$ cat src/rtl/datapath_v1.sv
// datapath_v1: PC, IR, accumulator, register file, ALU and Z/C flags for the
// simple accumulator CPU. Executes the controller's one-cycle strobes.
module datapath_v1 #(
    parameter int unsigned DW   = 8,
    parameter int unsigned NREG = 16
) (
    input  logic          clk,
    input  logic          CLR,
    input  logic [DW+3:0] instr,
    input  logic          LoadIR,
    input  logic          IncPC,
    input  logic          SelPC,
    input  logic          LoadPC,
    input  logic          LoadReg,
    input  logic          LoadAcc,
    input  logic [1:0]    SelAcc,
    input  logic [3:0]    SelALU,
    output logic [DW-1:0] pc,
    output logic [3:0]    op,
    output logic          z,
    output logic          c,
    output logic [DW-1:0] acc
);

    localparam int unsigned IW = (NREG > 1) ? $clog2(NREG) : 1;

    localparam logic [3:0] OP_ADD  = 4'b0001;
    localparam logic [3:0] OP_SUB  = 4'b0010;
    localparam logic [3:0] OP_NOR  = 4'b0011;
    localparam logic [3:0] OP_JZRS = 4'b0110;
    localparam logic [3:0] OP_JZIM = 4'b0111;
    localparam logic [3:0] OP_JCRS = 4'b1000;
    localparam logic [3:0] OP_JCIM = 4'b1010;
    localparam logic [3:0] OP_SHL  = 4'b1011;
    localparam logic [3:0] OP_SHR  = 4'b1100;

    logic [DW+3:0] ir_q, ir_d;
    logic [DW-1:0] pc_q, pc_d;
    logic [DW-1:0] acc_q, acc_d;
    logic          z_q, z_d;
    logic          c_q, c_d;
    logic [DW-1:0] regs_q [NREG];

    logic [3:0]    op_w;
    logic [DW-1:0] operand;
    logic [IW-1:0] ridx;
    logic [DW-1:0] rop;
    logic [DW:0]   sum;
    logic [DW-1:0] alu_r;
    logic          alu_c;
    logic          jmp_take;

    assign op_w    = ir_q[DW+3:DW];
    assign operand = ir_q[DW-1:0];
    assign ridx    = operand[IW-1:0];
    assign rop     = regs_q[ridx];

    // ALU: operand A is ACC, operand B is the addressed register
    always_comb begin
        sum   = '0;
        alu_r = acc_q;
        alu_c = c_q;
        case (SelALU)
            OP_ADD: begin
                sum   = {1'b0, acc_q} + {1'b0, rop};
                alu_r = sum[DW-1:0];
                alu_c = sum[DW];
            end
            OP_SUB: begin
                // top bit of the widened difference is the borrow (ACC < B)
                sum   = {1'b0, acc_q} - {1'b0, rop};
                alu_r = sum[DW-1:0];
                alu_c = sum[DW];
            end
            OP_NOR: begin
                alu_r = ~(acc_q | rop);
                alu_c = 1'b0;
            end
            OP_SHL: begin
                alu_r = {acc_q[DW-2:0], 1'b0};
                alu_c = acc_q[DW-1];
            end
            OP_SHR: begin
                alu_r = {1'b0, acc_q[DW-1:1]};
                alu_c = acc_q[0];
            end
            default: begin
                alu_r = acc_q;
                alu_c = c_q;
            end
        endcase
    end

    // Next-state for IR, ACC, flags and PC
    always_comb begin
        ir_d  = ir_q;
        acc_d = acc_q;
        z_d   = z_q;
        c_d   = c_q;
        pc_d  = pc_q;

        if (LoadIR) begin
            ir_d = instr;
        end

        if (LoadAcc) begin
            case (SelAcc)
                2'b00: begin
                    acc_d = alu_r;
                    c_d   = alu_c;
                end
                2'b01:   acc_d = acc_q;
                2'b10:   acc_d = rop;
                default: acc_d = operand;
            endcase
            z_d = (acc_d == '0);
        end

        // a taken jump overrides IncPC; an untaken one lets IncPC through
        jmp_take = LoadPC &&
                   ((((op_w == OP_JZRS) || (op_w == OP_JZIM)) && z_q) ||
                    (((op_w == OP_JCRS) || (op_w == OP_JCIM)) && c_q));
        if (jmp_take) begin
            pc_d = SelPC ? rop : operand;
        end else if (IncPC) begin
            pc_d = pc_q + DW'(1);
        end
    end

    // Architectural state registers
    always_ff @(posedge clk or posedge CLR) begin
        if (CLR) begin
            ir_q  <= '0;
            pc_q  <= '0;
            acc_q <= '0;
            z_q   <= 1'b0;
            c_q   <= 1'b0;
        end else begin
            ir_q  <= ir_d;
            pc_q  <= pc_d;
            acc_q <= acc_d;
            z_q   <= z_d;
            c_q   <= c_d;
        end
    end

    // Register file; writes take the pre-edge ACC, reads see old data until the edge
    always_ff @(posedge clk or posedge CLR) begin
        if (CLR) begin
            for (int i = 0; i < int'(NREG); i++) begin
                regs_q[i] <= '0;
            end
        end else if (LoadReg) begin
            regs_q[ridx] <= acc_q;
        end
    end

    assign pc  = pc_q;
    assign op  = op_w;
    assign z   = z_q;
    assign c   = c_q;
    assign acc = acc_q;

endmodule

$ cat config.mk
export PLATFORM = sky130hd
export DESIGN_NAME = datapath_v1
export DESIGN_NICKNAME = d
export VERILOG_FILES = /design/src/rtl/datapath_v1.sv
export SDC_FILE = /design/constraint.sdc
export NUM_CORES = 1
export LEC_CHECK = 0
export BUFFER_PORTS_ARGS = -buffer_cell sky130_fd_sc_hd__buf_2
export CAP_MARGIN = 20
export CORE_MARGIN = 2
export CORE_UTILIZATION = 62
export DETAILED_ROUTE_END_ITERATION = 7
export PLACE_DENSITY = 0.81
export SETUP_SLACK_MARGIN = 0.1
export SLEW_MARGIN = 20
export SYNTH_ARGS = -nofsm -noshare
export SYNTH_HDL_FRONTEND = slang
export SYNTH_SLANG_ARGS = --single-unit
export TNS_END_PERCENT = 1
$ cat constraint.sdc
create_clock -name clk -period 5.58 [get_ports clk]
set_input_delay 0.279 -clock clk [delete_from_list [all_inputs] [get_ports clk]]
set_output_delay 0.279 -clock clk [all_outputs]
set_load 0.1 [all_outputs]
* After elaboration in Yosys (flattened, before gate mapping)
Cells that the tools add are included.
** Operators by class
- Reduce and logical (&&, ||, !) cells :: 12
- Shift operators :: 0
- Order comparisons :: 2
- Eq/ne operators :: 11
- Bitwise operators :: 3
- $mul :: 0
- Multiplexer cells :: 13
- $add $sub $neg :: 3
- Divide/modulo/power cells :: 0
** Operator list (count)
- $bwmux 128 :: 1
- $mux 8 :: 7
- $pmux 8 s5 :: 1
- $bmux 8 s4 :: 1
- $demux 8 s4 :: 1
- $pmux 8 s3 :: 1
- $eq 4x4->1 const B :: 4
- $add 8x8->9 :: 1
- $sub 8x8->9 :: 1
- $add 8x1->8 const B :: 1
- $eq 4x2->1 const B :: 2
- $eq 4x3->1 const B :: 2
- $logic_not 8->1 :: 1
- $not 8->8 :: 1
- $or 8x8->8 :: 1
- $ge 5x5->1 const B :: 1
- $lt 5x1->1 const B :: 1
- $not 4->5 :: 1
- $pmux 1 s5 :: 1
- $reduce_bool 5->1 :: 1
- $eq 4x1->1 const B :: 1
- $logic_and 1x1->1 :: 4
- $logic_or 1x1->1 :: 3
- $reduce_and 3->1 :: 1
- 4 further kinds :: 4
** Word-level totals
- Bits in latches :: 0
- Bits of input ports :: 26
- Word-level logic and storage cells :: 65
- Memory bits (writable) :: 0
- Output and inout bits :: 22
- Register bits after elaboration :: 158
- Memories :: 0
- Bits in read-only memories :: 0

* Logic depth before layout (Yosys ltp)
Gate-level depths: netlist of run 1.
- Depth after elaboration :: 10
- Mapped depth :: 17
- Gate-level depth less buffers :: 14

* Worst setup path before layout of run 1
OpenSTA, ideal clock, no wires.
- Kind :: register to register
- Start :: register ir_q[0]
- End :: register z_q, in the netlist z
- Slack :: 1.694 ns
- Required time :: 5.476 ns
- Data arrival time :: 3.783 ns
- Path buffers :: 3
- Stages on the path, launching flop included :: 16
- Clock period less this slack :: 3.886 ns
- Setup time :: 0.104 ns
- Cells stage by stage :: dfrtp_1 buf_6 buf_4 buf_2 mux4_2 a22oi_1 nand3_1 inv_1 ha_1 o21ba_2 nor4_1 o41ai_1 mux2_1 a211oi_1 a31oi_1 o41ai_2
** Between the ends
- Longest elaborated chain between the ends :: 10
- Elaborated cells on any way between the ends :: 12
- Classes of those cells :: add/sub (2); mux (6); bitwise (3); reduce/logical (1)
** RTL lines
- start: declaration :: RTL line 37 : logic [DW+3:0] ir_q, ir_d;
- start signal: assignment :: RTL line 139 : ir_q <= ir_d;
- branches (longest 7 deep; another with $sub 8x8->9)
- $pmux 8 s3 (*) :: RTL line 107 : case (SelAcc)
- $mux 8 (*) :: RTL line 106 : if (LoadAcc) begin
- $logic_not 8->1 (*) :: RTL line 116 : z_d = (acc_d == '0);
- end signal: assignment :: RTL line 142 : z_q <= z_d;
- end: declaration :: RTL line 40 : logic z_q, z_d;
Mark *: on every way between the ends. The select of a mux whose other input is x is not followed.
A chain may end at the register's enable or synchronous reset.

* Final worst setup path of run 1
Same ends and word-level chain as after synthesis.

==> results.md, run 1 <==
- For the worst setup path, the data required time is 5900 ps.
- The areal power density over the cells is 529 nW/µm².
- The post-synthesis share of cell area spent on full adders, half adders and majority gates is 0.0407.
- The number of diodes added for antenna fixing is 0.
- In this run the static leakage power is around 4.2 nW.
- Traced cell by cell, the critical path runs through buf_4 > mux4_2 > a22oi_1 > nand3_1 > inv_1 > ha_1 > o21ba_2 > nor4_1 > o41ai_1 > mux2_1 > a211oi_1 > a31oi_1 > o41ai_2.
- The critical path start-end classification is reg -> reg.
- The total negative slack is 0 ps.
- At the later pin of the worst-skew pair, clock insertion delay measures 430 ps.
- For this block, the initial DRC count from the detailed router was 691.
- The number of endpoints with negative hold slack in the final report was 0.
- In this run the vertical extent of the chip is 122 µm.
- Setup repair after global routing left no endpoint under its margin.
- The total track usage is 0.346.
- The area of the mapped netlist is 8660 µm².
- In this run the critical register-to-register path is captured at z.
- Each instance of the synthesized netlist takes up on average around 11 µm².
- The post-synthesis compound-gate area fraction is 0.118.
- The CTS H-tree depth is 4.
- Routability-driven placement finished with a final weighted congestion of around 1.
- In the finished design, the share of the clock period the worst path needs comes to 0.855.
- The number of synthesized flops with an enable pin is 0.
- After synthesis, the largest family of logic cells by area is multiplexers.
- The final net count is around 860.
- The most frequently used flop master after synthesis is sky130_fd_sc_hd__dfrtp_1.
- The run finished with clean final reports.
- The area of placed instances is 8940 µm².
- Ranked by instance count, the synthesized netlist is headed by sky130_fd_sc_hd__dfrtp_1 (158), sky130_fd_sc_hd__nand2_1 (99), sky130_fd_sc_hd__mux2_2 (87), sky130_fd_sc_hd__o21ai_1 (66), sky130_fd_sc_hd__mux4_2 (33).
- The top cell type's share of synthesized area is 0.456.
- The number of global-route vias before repair is 6767.
- The kind of path behind the tightest hold check is in -> async.
- The clock-pin slew on the worst setup and hold paths is 60 ps.
- On the worst path, the slowest cell contributes a delay of around 870 ps.
- The biggest area consumer among synthesized cells is sky130_fd_sc_hd__dfrtp_1.
- Of the synthesized area, sequential elements account for 0.456.
- The initial antenna violation count came to 0.
- Synthesis produced a netlist with a net count of 837.
- For the worst flop-to-flop path, the logic depth is 13.
- Using the TritonRoute via totals, the vias-per-cell ratio works out to around 6.7.
- The count of state elements after synthesis is between 150 and 200.
- Based on the critical path, the design can be clocked at up to 210 MHz.
- The number of buffers and inverters on the critical path is 2.
- The clock tree from TritonCTS is built.
- The most frequent cell after synthesis is sky130_fd_sc_hd__dfrtp_1.
- The worst setup path is captured at a register.
- Summing over every cut layer, the via total after detailed routing is 6680.
- The signed area change from the synthesized netlist to the final layout is 10.2%.
- The row count is 43.
- The worst clock skew is 7.63 ps.
- At the worst endpoint, the arrival time is 5090 ps.
- For this design, the CTS-stage hold fixing added 0 buffers.
- The routed wirelength normalized by instance count is 24.4 µm.
- The tool flagged a number of max-cap violations equal to 0.
- Once detail routing completed, the nets flagged for antenna violations numbered 0.
- By area the synthesized netlist is led by sky130_fd_sc_hd__dfrtp_1 (46%), sky130_fd_sc_hd__mux2_2 (11%), sky130_fd_sc_hd__mux4_2 (8.6%).
- Counting distinct cell types in the post-synthesis netlist gives 69.
- With fillers left out, the area of the finished cells amounts to ~9500 µm².
- The total overflow reported by the global router is 0.
- The post-cts gate resize count is 0.
- The count of boundary I/O pins is 48.
- VDD sags by at most 271 µV.
- The count of mapped cells out of synthesis is approximately 780.
- The final max-slew violation count is 0.
- In this run the worst path has a maximum fanout of 28.
- The clock period could shrink to between 4000 and 5000 ps.
- Headroom to the max-slew limit came out at 0.242.
- For flop-to-flop paths, the worst setup slack is a little over 800 ps.
- The starting density of the core is 0.629.
- The first-pass GRT wire length is 37.6 mm.
- Setup violations remaining at the end of the flow were counted as 0.
- The die covers 14900 µm².
- STA classifies the critical path startpoint as a register.
- The fraction of final layout cells with drive strength greater than 1 is 0.266.
- The post-DP HPWL is roughly 16 mm.
- In this run, CTS created clock tree buffers numbering 17.
- The library cell contributing the largest single delay on the critical path is sky130_fd_sc_hd__dfrtp_2.
- The length of the first detailed-routing pass in iterations is 6.
- In this run the standard cell core region covers around 14000 µm².
- Counting flops with an async set or reset pin after synthesis yields a share of 1.00.
- For the pin with the worst max-slew slack, the measured transition is 1130 ps.
- After detailed routing, the total wire length is 24.3 mm.
- The launch instance of the worst register-to-register path is ir_q[0].
- The post-CTS setup buffer count is 0.
- The sink count of the clock tree is roughly 160.
- After detailed routing, the number of remaining DRC violations is 0.
- The number of buffer cells added on primary ports is 47.
- The root buffer selected by CTS is sky130_fd_sc_hd__clkbuf_16.
- Of the total synthesized cell area, the portion taken by AND, OR, NAND and NOR gates is 0.111.
- On the critical path the largest part of the delay comes from compound AO/OA/AOI/OAI gates.
- The fraction of synthesized cell area in xor and xnor cells is 0.0101.
- Entering global routing, the biggest net connects 112 pins.
- After synthesis, the share of cell area in mux cells is 0.223.
- The warning count from the yosys run is 0.
- In this run the deepest clock path goes through 2 buffers.
- Measured along the x axis, the die boundary spans 122 µm.
==> how the worst max path moves through the flow <==
| stage | start | endpoint | slack, ps | depth (start not counted) |
|---|---|---|---|---|
| 6_report | ir_q[0] | z | 810 | 13 |
| 5_1_grt | ir_q[0] | z | 500 | 13 |
| 4_1_cts | ir_q[0] | z | 880 | 13 |
| 3_5_place_dp | ir_q[0] | z | 950 | 13 |
| 3_3_place_gp | ir_q[3] | z | 1100 | 12 |
| 2_1_floorplan | CLR | acc[0] | 1040 | 1 |
==> layout make-up <==
cell class | instances | area [µm²]
Sequential cell | 158 | 3960
Multi-Input combinational cell | 543 | 4350
Inverter | 27 | 106
Clock inverter | 7 | 101
Tap cell | 180 | 225
Timing Repair Buffer | 56 | 303
Clock buffer | 25 | 505
Fill cell | 1000 | 4230
==> placed cells by master, fill, tap and decap left out, drive strengths merged, types with 25 or more instances in the layout <==
| cell type | n |
|---|---|
| buf | 56 |
| dfrtp | 158 |
| o21ai | 78 |
| mux2 | 89 |
| clkbuf | 25 |
| nand2 | 99 |
| mux4 | 33 |
| nor2 | 30 |
| ha | 25 |
==> layer usage <==
metal / wire (µm) / GRT usage
met5: 0 / 0
met4: 1230 / 0.194
met3: 1890 / 0.0819
met2: 11700 / 0.557
met1: 9510 / 0.431
==> state kept, by name, summed over array words and instances (netlist names) <==
name and cells:
regs_q 128, z 1, c 1, ir_q 12, pc 8, acc 8
==> power by group <==
group	internal [W]	switching (W)	leakage, nW
sequential	0.00158	0.000360	1.99
clock	0.000721	0.000464	0.290
combinational	0.000767	0.00116	1.94
total	0.00307	0.00198	4.22
==> cell families (layout without fill, tap and decap cells) <==
group / Yosys count / in the layout
xor+xnor: 10 / 10
compound gates: 165 / 165
flops: 158 / 158
simple gates: 202 / 202
buf+inv: 83 / 115
fa+ha+maj: 27 / 27
mux: 139 / 139
==> stage by stage <==
| step | utilization | worst slack, ps | std cells | total power (W) | hold WS [ps] |
|---|---|---|---|---|---|
| final | 0.693 | 811 | 996 | 0.00505 | 61.7 |
| after global routing | 0.693 | 504 | 996 | 0.00529 | 83.0 |
| after floorplan | - | 1040 | 784 | 0.00332 | 400 |
| after CTS | 0.693 | 884 | 996 | 0.00503 | 65.7 |
| after global placement | 0.649 | 1100 | 964 | 0.00372 | 462 |
| after detailed placement | 0.649 | 949 | 964 | 0.00382 | 475 |
Power figures use the tool's default switching activity.
==> run 2, diff against run 1 <==
Settings changed: CORE_UTILIZATION 62 to 64, CTS_BUF_LIST set to sky130_fd_sc_hd__clkbuf_2, PLACE_DENSITY 0.81 to 0.83.
==> results.md, run 2 (same netlist as run 1, synthesis figures left out) <==
- The flow ran to the end, and the final reports show no timing, DRC or antenna violations.
- The largest registers in the layout are regs_q (128), ir_q (12).
- The post-DP HPWL is 16.6 mm (+1.1%).
- The internal power consumption came to 0.00257 W (-16%).
- The pin count of the biggest net entering global routing came to 60 (-46%).
- The total track usage was 0.348 (+0.00155).
- In this design, the largest share of critical-path delay is due to compound AO/OA/AOI/OAI gates.
- The number of global-route vias before repair is 6871 (+1.5%).
- The critical path goes through buf_4 > mux4_2 > nand2_1 > a31oi_1 > inv_1 > ha_1 > nor4_1 > o41ai_1 > mux2_1 > a211oi_1 > a31oi_1 > o41ai_2.
- The areal power density over the cells is 476 nW/µm² (-10%).
- The clock-pin slew on the worst setup and hold paths is 230 ps (+170 ps).
- The power spent charging and discharging nets is 0.00193 W (-2.5%).
- The total of fill cells in the finished design came to 958 (-4.2%).
- The library cells used most frequently in the layout, excluding fill and tap cells, are sky130_fd_sc_hd__dfrtp_1 (157), sky130_fd_sc_hd__nand2_1 (99), sky130_fd_sc_hd__mux2_2 (87).
- The row count was 42 (-2.3%).
- The summed area of non-filler cells in the final layout is 9460 µm² (-0.93%).
- The number of buffers added by the clock tree synthesis step is 17 (unchanged).
- The ratio of routed vias to standard cells came to 6.65 (-0.89%).
- The area of the placeable core is 13200 µm² (-3.9%).
- By instance count, the cell type seen most on the critical path is sky130_fd_sc_hd__a31oi_1.
- The commonest non-fill, non-tap cell in the layout is sky130_fd_sc_hd__dfrtp_1.
- The number of DRC markers after the initial detailed-route iteration is 745 (+7.8%).
- The fraction of power spent switching nets was 0.429 (+0.0366).
- The final period demand of the worst path is 4750 ps (-20.5 ps).
- The count of boundary I/O pins is 48 (unchanged).
- The routed wirelength normalized by instance count is 23.6 µm (-3.3%).
- The deepest clock path buffer count is 2 (unchanged).
- The fraction of power consumed by the clock network is 0.136 (-0.099).
- The area used by sequential logic in the layout was 3960 µm² (unchanged).
- The total overflow reported by the global router was 0 (unchanged).
- The library cell contributing the largest single delay on the critical path is sky130_fd_sc_hd__dfrtp_1.
- The flip-flop count of the largest register, all copies and words added was 128 (unchanged).
- The kind of end point of the critical path is a register.
- The number of endpoints with negative hold slack in the final report is 0 (unchanged).
- The horizontal die dimension came to 120 µm (-1.5%).
- The setup slack of the most critical reg-to-reg path is 830 ps (+20 ps).
- TritonCTS built the clock tree.
- The sink count of the clock tree is 158 (unchanged).
- The number of diodes added for antenna fixing is 0 (unchanged).
- The weighted congestion reported at the end of routability-driven placement came to 0.909 (-6.8%).
- The sequential fraction of design power is 0.427 (+0.043).
- The sum of buffers and inverters on the critical path is 2 (unchanged).
- STA classifies the critical path startpoint as a register.
- The worst supply voltage drop on vdd is 290 µV (+7.2%).
- The starting density of the core is 0.654 (+0.0252).
- The total wirelength of the detailed-routed design is 24.1 mm (-0.95%).
- The required arrival time at the worst endpoint is 6230 ps (+330 ps).
- The share of the cycle needed by the critical path after routing is 0.851 (-0.00368).
- The overall power consumption is 0.00450 W (-11%).
- The number of buffer cells added on primary ports is 47 (unchanged).
- The first-pass GRT wire length is 37.6 mm (+0.13%).
- In this run the worst hold path is classified as in -> async.
- The length of the first detailed-routing pass in iterations is 5 (-1).
- The total vias in the final route came to 6780 (+1.5%).
- The worst hold-check slack came to 42.3 ps (-19.4 ps).
- The proportion of power drawn by combinational gates is 0.437 (+0.056).
- The later-pin clock latency in the skew report is 730 ps (+300 ps).
- The signed area change from the synthesized netlist to the final layout is 9.19%.
- The number of nets with antenna violations after routing was 0 (unchanged).
- The die outline area is 14500 µm² (-3.0%).
- The worst clock skew is 37.1 ps (+29.5 ps).
- The count of endpoints failing setup in the final report was 0 (unchanged).
- More flip-flops sit in one register than any other, and that register is regs_q.
- Setup repair after global routing left no endpoint under its margin.
- The number of max-capacitance violations reported is 0 (unchanged).
- The die outline height is 120 µm (-1.5%).
- The initial antenna violation count came to 0 (unchanged).
- The area of placed instances is 8930 µm² (-0.14%).
- The core occupancy in the finished layout is 0.714 (+0.0211).
- The leakage power figure is 4.19 nW (-0.63%).
- The final net count is 885 (+3.4%).
- The count of unresolved DRC violations after routing is 0 (unchanged).
- The signal arrival time at the worst endpoint was 5390 ps (+300 ps).
- The slew at the pin with the worst max-slew slack was 1080 ps (-47.8 ps).
- The largest fanout on the critical path is 23 (-18%).
- The total negative slack is 0 ps (unchanged).
- The CTS H-tree depth is 4 (unchanged).
- The multi-input logic area is 4350 µm² (unchanged).
- In this run the clock root is driven by a sky130_fd_sc_hd__clkbuf_2.
- The fraction of final layout cells with drive strength greater than 1 is 0.258 (-0.00764).
- The worst relative slew slack is 0.277 (+0.0347).
- The post-cts gate resize count is 0 (unchanged).
- The final max-slew violation count is 0 (unchanged).
- The achievable frequency is 211 MHz (+0.43%).
- The peak per-stage delay on the critical path is 1100 ps (+230 ps).
- The critical path start-end classification is reg -> reg.
==> run 2: changes by cell type in the layout (fill, tap and decap cells not counted), sizes merged <==
cell / change
dlygate4sd3: +30
clkbuf: -6
clkinv: +3
inv: +3
buf: -1
clkinvlp: -1
==> run 2: metrics by stage <==
stage / cells / worst slack, ps
after global placement: 959 / 1000
after CTS: 1020 / 842
after global routing: 1020 / 530
final: 1020 / 832
after floorplan: 784 / 1040
after detailed placement: 959 / 859
==> run 2: layout make-up <==
type | instances | share of cell area
Clock buffer | 19 | 0.0101
Multi-Input combinational cell | 543 | 0.460
Sequential cell | 158 | 0.418
Tap cell | 176 | 0.0233
Timing Repair Buffer | 85 | 0.0630
Inverter | 27 | 0.0112
Clock inverter | 12 | 0.0143
==> run 2: power groups by stage <==
stage	Combinational [W]	Clock (W)	Sequential, W
after floorplan	0.00122	0	0.00210
after global placement	0.00184	0	0.00190
after detailed placement	0.00191	0	0.00194
after CTS	0.00195	0.000624	0.00191
after global routing	0.00210	0.000671	0.00197
final	0.00197	0.000613	0.00192
==> run 2: what timing repair did <==
item	in CTS	in global routing
buffers inserted	0	0
endpoints found under the hold margin	72	0
hold buffers	30	0
==> run 2: path summary, 6_finish.rpt <==
| check | start | endpoint | cells after the start |
|---|---|---|---|
| max in group asynchronous | CLR | ir_q[9] | 4 |
| setup reg to reg | ir_q[3] | z | 12 |
| setup / recovery | ir_q[3] | z | 12 |
| min in group clk | LoadIR | ir_q[9] | 2 |
| hold reg to reg | regs_q[102] | regs_q[102] | 2 |
| hold / removal | CLR | regs_q[77] | 3 |
==> run 2: metal layers <==
layer | global-route usage | up-vias | share of wire
met5 | 0 | - | 0
met2 | 0.568 | 375 | 0.49
li1 | - | 2956 | -
met1 | 0.435 | 3357 | 0.38
met4 | 0.174 | 0 | 0.049
met3 | 0.0863 | 92 | 0.081
==> run 2: worst min-delay path, cell delays in order <==
cell and delay, ps:
sky130_fd_sc_hd__dlygate4sd3_1 530, sky130_fd_sc_hd__buf_2 140, sky130_fd_sc_hd__inv_6 280
==> run 3, diff against run 2 <==
--- a/config.mk
+++ b/config.mk
@@ -13,4 +13,5 @@
 export DETAILED_ROUTE_END_ITERATION = 7
 export PLACE_DENSITY = 0.83
+export RECOVER_POWER = 25
 export SETUP_SLACK_MARGIN = 0.1
 export SLEW_MARGIN = 20
==> constraint.sdc (replaced) <==
create_clock -name clk -period 5.58 [get_ports clk]
set_input_delay 0.279 -clock clk [delete_from_list [all_inputs] [get_ports clk]]
set_output_delay 0.279 -clock clk [all_outputs]
set_load 0.05 [all_outputs]
==> results.md, run 3 (same netlist as run 1, synthesis figures left out) <==
- TritonCTS built the clock tree.
- The final net count is 885 (unchanged).
- The later-pin clock latency in the skew report is 730 ps (about the same).
- The achievable frequency is 211 MHz (+0.16%).
- The area used by sequential logic in the layout is 3960 µm² (unchanged).
- The first-pass GRT wire length is 37.6 mm (unchanged).
- The total vias in the final route was 6823 (+0.63%).
- The total routed wire length on the met1 layer is 9.06 mm (-1.7%).
- The die outline height is 120 µm (unchanged).
- The total of fill cells in the finished design is 961 (+0.31%).
- The worst supply voltage drop on vdd is 290 µV (about the same).
- The share of the cycle needed by the critical path after routing is 0.850 (-0.00137).
- The worst clock skew is 38.2 ps (+1.14 ps).
- The root buffer selected by CTS is sky130_fd_sc_hd__clkbuf_2.
- The final max-slew violation count is 163 (+163).
- The count of boundary I/O pins is 48 (unchanged).
- The number of hold-repair buffers added at the cts stage came to 30 (unchanged).
- The number of global-route vias before repair is 6871 (unchanged).
- The signal arrival time at the worst endpoint was 5390 ps (about the same).
- The internal power consumption came to 0.00257 W (about the same).
- The launching element type of the critical path is a register.
- The final reports fail on max-capacitance violations, max-slew violations.
- The multi-input logic area was 4350 µm² (unchanged).
- The final period demand of the worst path came to 4740 ps (-7.62 ps).
- The number of buffer cells added on primary ports is 47 (unchanged).
- The sequential fraction of design power is 0.446 (+0.019).
- The horizontal die dimension was 120 µm (unchanged).
- The CTS H-tree depth is 4 (unchanged).
- The largest registers in the layout are regs_q (128), ir_q (12).
- The total wirelength of the detailed-routed design came to 24.0 mm (-0.22%).
- The slew at the pin with the worst max-slew slack is 3080 ps (+1990 ps).
- The deepest clock path buffer count is 2 (unchanged).
- The detailed route wirelength on metal2 is 11.9 mm (+0.93%).
- The row count came to 42 (unchanged).
- The count of endpoints failing setup in the final report is 0 (unchanged).
- The flip-flop count of the largest register, all copies and words added was 128 (unchanged).
- The library cell used most frequently in the layout, excluding fill and tap cells, is sky130_fd_sc_hd__dfrtp_1.
- In the layout the commonest cells are sky130_fd_sc_hd__dfrtp_1 (157), sky130_fd_sc_hd__nand2_1 (99), sky130_fd_sc_hd__mux2_2 (87).
- The post-place setup slack is 859 ps (unchanged).
- The required arrival time at the worst endpoint is 6230 ps (about the same).
- The pin count of the biggest net entering global routing is 60 (unchanged).
- The number of diodes added for antenna fixing is 0 (unchanged).
- The number of buffers added by the clock tree synthesis step was 17 (unchanged).
- The total negative slack is 0 ps (unchanged).
- The post-DP HPWL is 16.6 mm (unchanged).
- More flip-flops sit in one register than any other, and that register is regs_q.
- The number of cells in the design after placement was 959 (unchanged).
- The die outline area is 14500 µm² (unchanged).
- The largest fanout on the critical path is 29 (+26%).
- Setup repair after global routing left no endpoint under its margin.
- The fraction of power consumed by the clock network is 0.142 (+0.006).
- The path class of the tightest hold or removal check is in -> reg.
- The total track usage is 0.348 (unchanged).
- The routed wirelength normalized by instance count is 23.6 µm (-0.22%).
- The kind of end point of the critical path is a register.
- The worst relative slew slack came to -1.05 (-1.33).
- The total overflow reported by the global router is 0 (unchanged).
- The sink count of the clock tree is 158 (unchanged).
- The starting density of the core is 0.654 (unchanged).
- The clock-pin slew on the worst setup and hold paths is 230 ps (about the same).
- The number of DRC markers after the initial detailed-route iteration is 761 (+2.1%).
- The fraction of power spent switching nets is 0.405 (-0.0240).
- The leakage power figure is 4.18 nW (-0.28%).
- The ratio of routed vias to standard cells was 6.69 (+0.63%).
- The fraction of final layout cells with drive strength greater than 1 was 0.256 (-0.00237).
- The met3 routed wirelength is 2.07 mm (+5.7%).
- The post-CTS setup buffer count was 0 (unchanged).
- The number of nets with antenna violations after routing came to 0 (unchanged).
- The length of the first detailed-routing pass in iterations was 7 (+2).
- The critical path in this run is classified as reg -> reg.
- The top routing layer in use is met4.
- The minimum setup slack in the final design is 839 ps (+7.62 ps).
- The post-cts gate resize count was 0 (unchanged).
- The initial antenna violation count was 0 (unchanged).
- The number of endpoints with negative hold slack in the final report is 0 (unchanged).
- The proportion of power drawn by combinational gates is 0.412 (-0.025).
- The weighted congestion reported at the end of routability-driven placement is 0.909 (unchanged).
- The flow ran to the end, but the final reports show violations.
- The number of max-capacitance violations reported was 3 (+3).
- The number of cells in the finished layout apart from fillers is 1020 (unchanged).
- The areal power density over the cells is 458 nW/µm² (-3.9%).
- The count of unresolved DRC violations after routing is 0 (unchanged).
- The power spent charging and discharging nets came to 0.00175 W (-9.4%).
- The area of the placeable core is 13200 µm² (unchanged).
- The signed area change from the synthesized netlist to the final layout is 9.06%.
==> run 3: changes by cell type in the layout (fill, tap and decap cells not counted) <==
cell / delta
sky130_fd_sc_hd__buf_4: -2
sky130_fd_sc_hd__clkbuf_1: +2
sky130_fd_sc_hd__clkinvlp_2: +1
sky130_fd_sc_hd__inv_6: -1
==> run 3: worst paths after layout <==
kind / startpoint / endpoint / slack, ps / depth (start not counted)
max reg2reg: ir_q[0] / z / 840 / 14
min in group asynchronous: CLR / regs_q[69] / 510 / 3
min reg2reg: regs_q[102] / regs_q[102] / 520 / 2
min: LoadIR / ir_q[9] / 80 / 2
max in group asynchronous: CLR / ir_q[0] / 1420 / 4
max: ir_q[0] / z / 840 / 14
==> run 3: final cells by class <==
type / instances / area share
Multi-Input combinational cell: 543 / 0.461
Sequential cell: 158 / 0.419
Timing Repair Buffer: 85 / 0.0623
Tap cell: 176 / 0.0233
Clock inverter: 12 / 0.0143
Inverter: 27 / 0.0109
Clock buffer: 19 / 0.0101
==> run 3: power groups by stage <==
stage               registers (W)  clock network, W  logic, W
floorplan                 0.00193                 0   0.00121
global placement          0.00190                 0   0.00166
detailed placement        0.00194                 0   0.00173
CTS                       0.00191          0.000624   0.00176
global route              0.00197          0.000671   0.00192
finish                    0.00193          0.000614   0.00178
==> run 3: layer usage <==
metal / GRT usage / vias to the layer above
met5: 0 / -
met4: 0.174 / 0
met3: 0.0863 / 79
met2: 0.568 / 378
met1: 0.435 / 3411
li1: - / 2955
==> run 3: worst max-delay path, stage by stage (launching register included) <==
cell	delay, ps
sky130_fd_sc_hd__dfrtp_2	950
sky130_fd_sc_hd__buf_4	340
sky130_fd_sc_hd__mux4_2	510
sky130_fd_sc_hd__nand2_1	110
sky130_fd_sc_hd__nand2_1	110
sky130_fd_sc_hd__nor2_1	100
sky130_fd_sc_hd__a31oi_1	110
sky130_fd_sc_hd__inv_1	170
sky130_fd_sc_hd__ha_1	340
sky130_fd_sc_hd__nor4_1	580
sky130_fd_sc_hd__o41ai_1	190
sky130_fd_sc_hd__mux2_1	340
sky130_fd_sc_hd__a211oi_1	290
sky130_fd_sc_hd__a31oi_1	170
sky130_fd_sc_hd__o41ai_2	380
==> run 3: stage by stage <==
step	area (µm²)	total power, W	util	hold slack [ps]
after floorplan	8660	0.00314	-	400
after global placement	8930	0.00356	0.674	303
after detailed placement	8930	0.00367	0.674	308
after CTS	9460	0.00430	0.714	1.65
after global routing	9450	0.00456	0.713	44.3
final	9450	0.00432	0.713	79.6
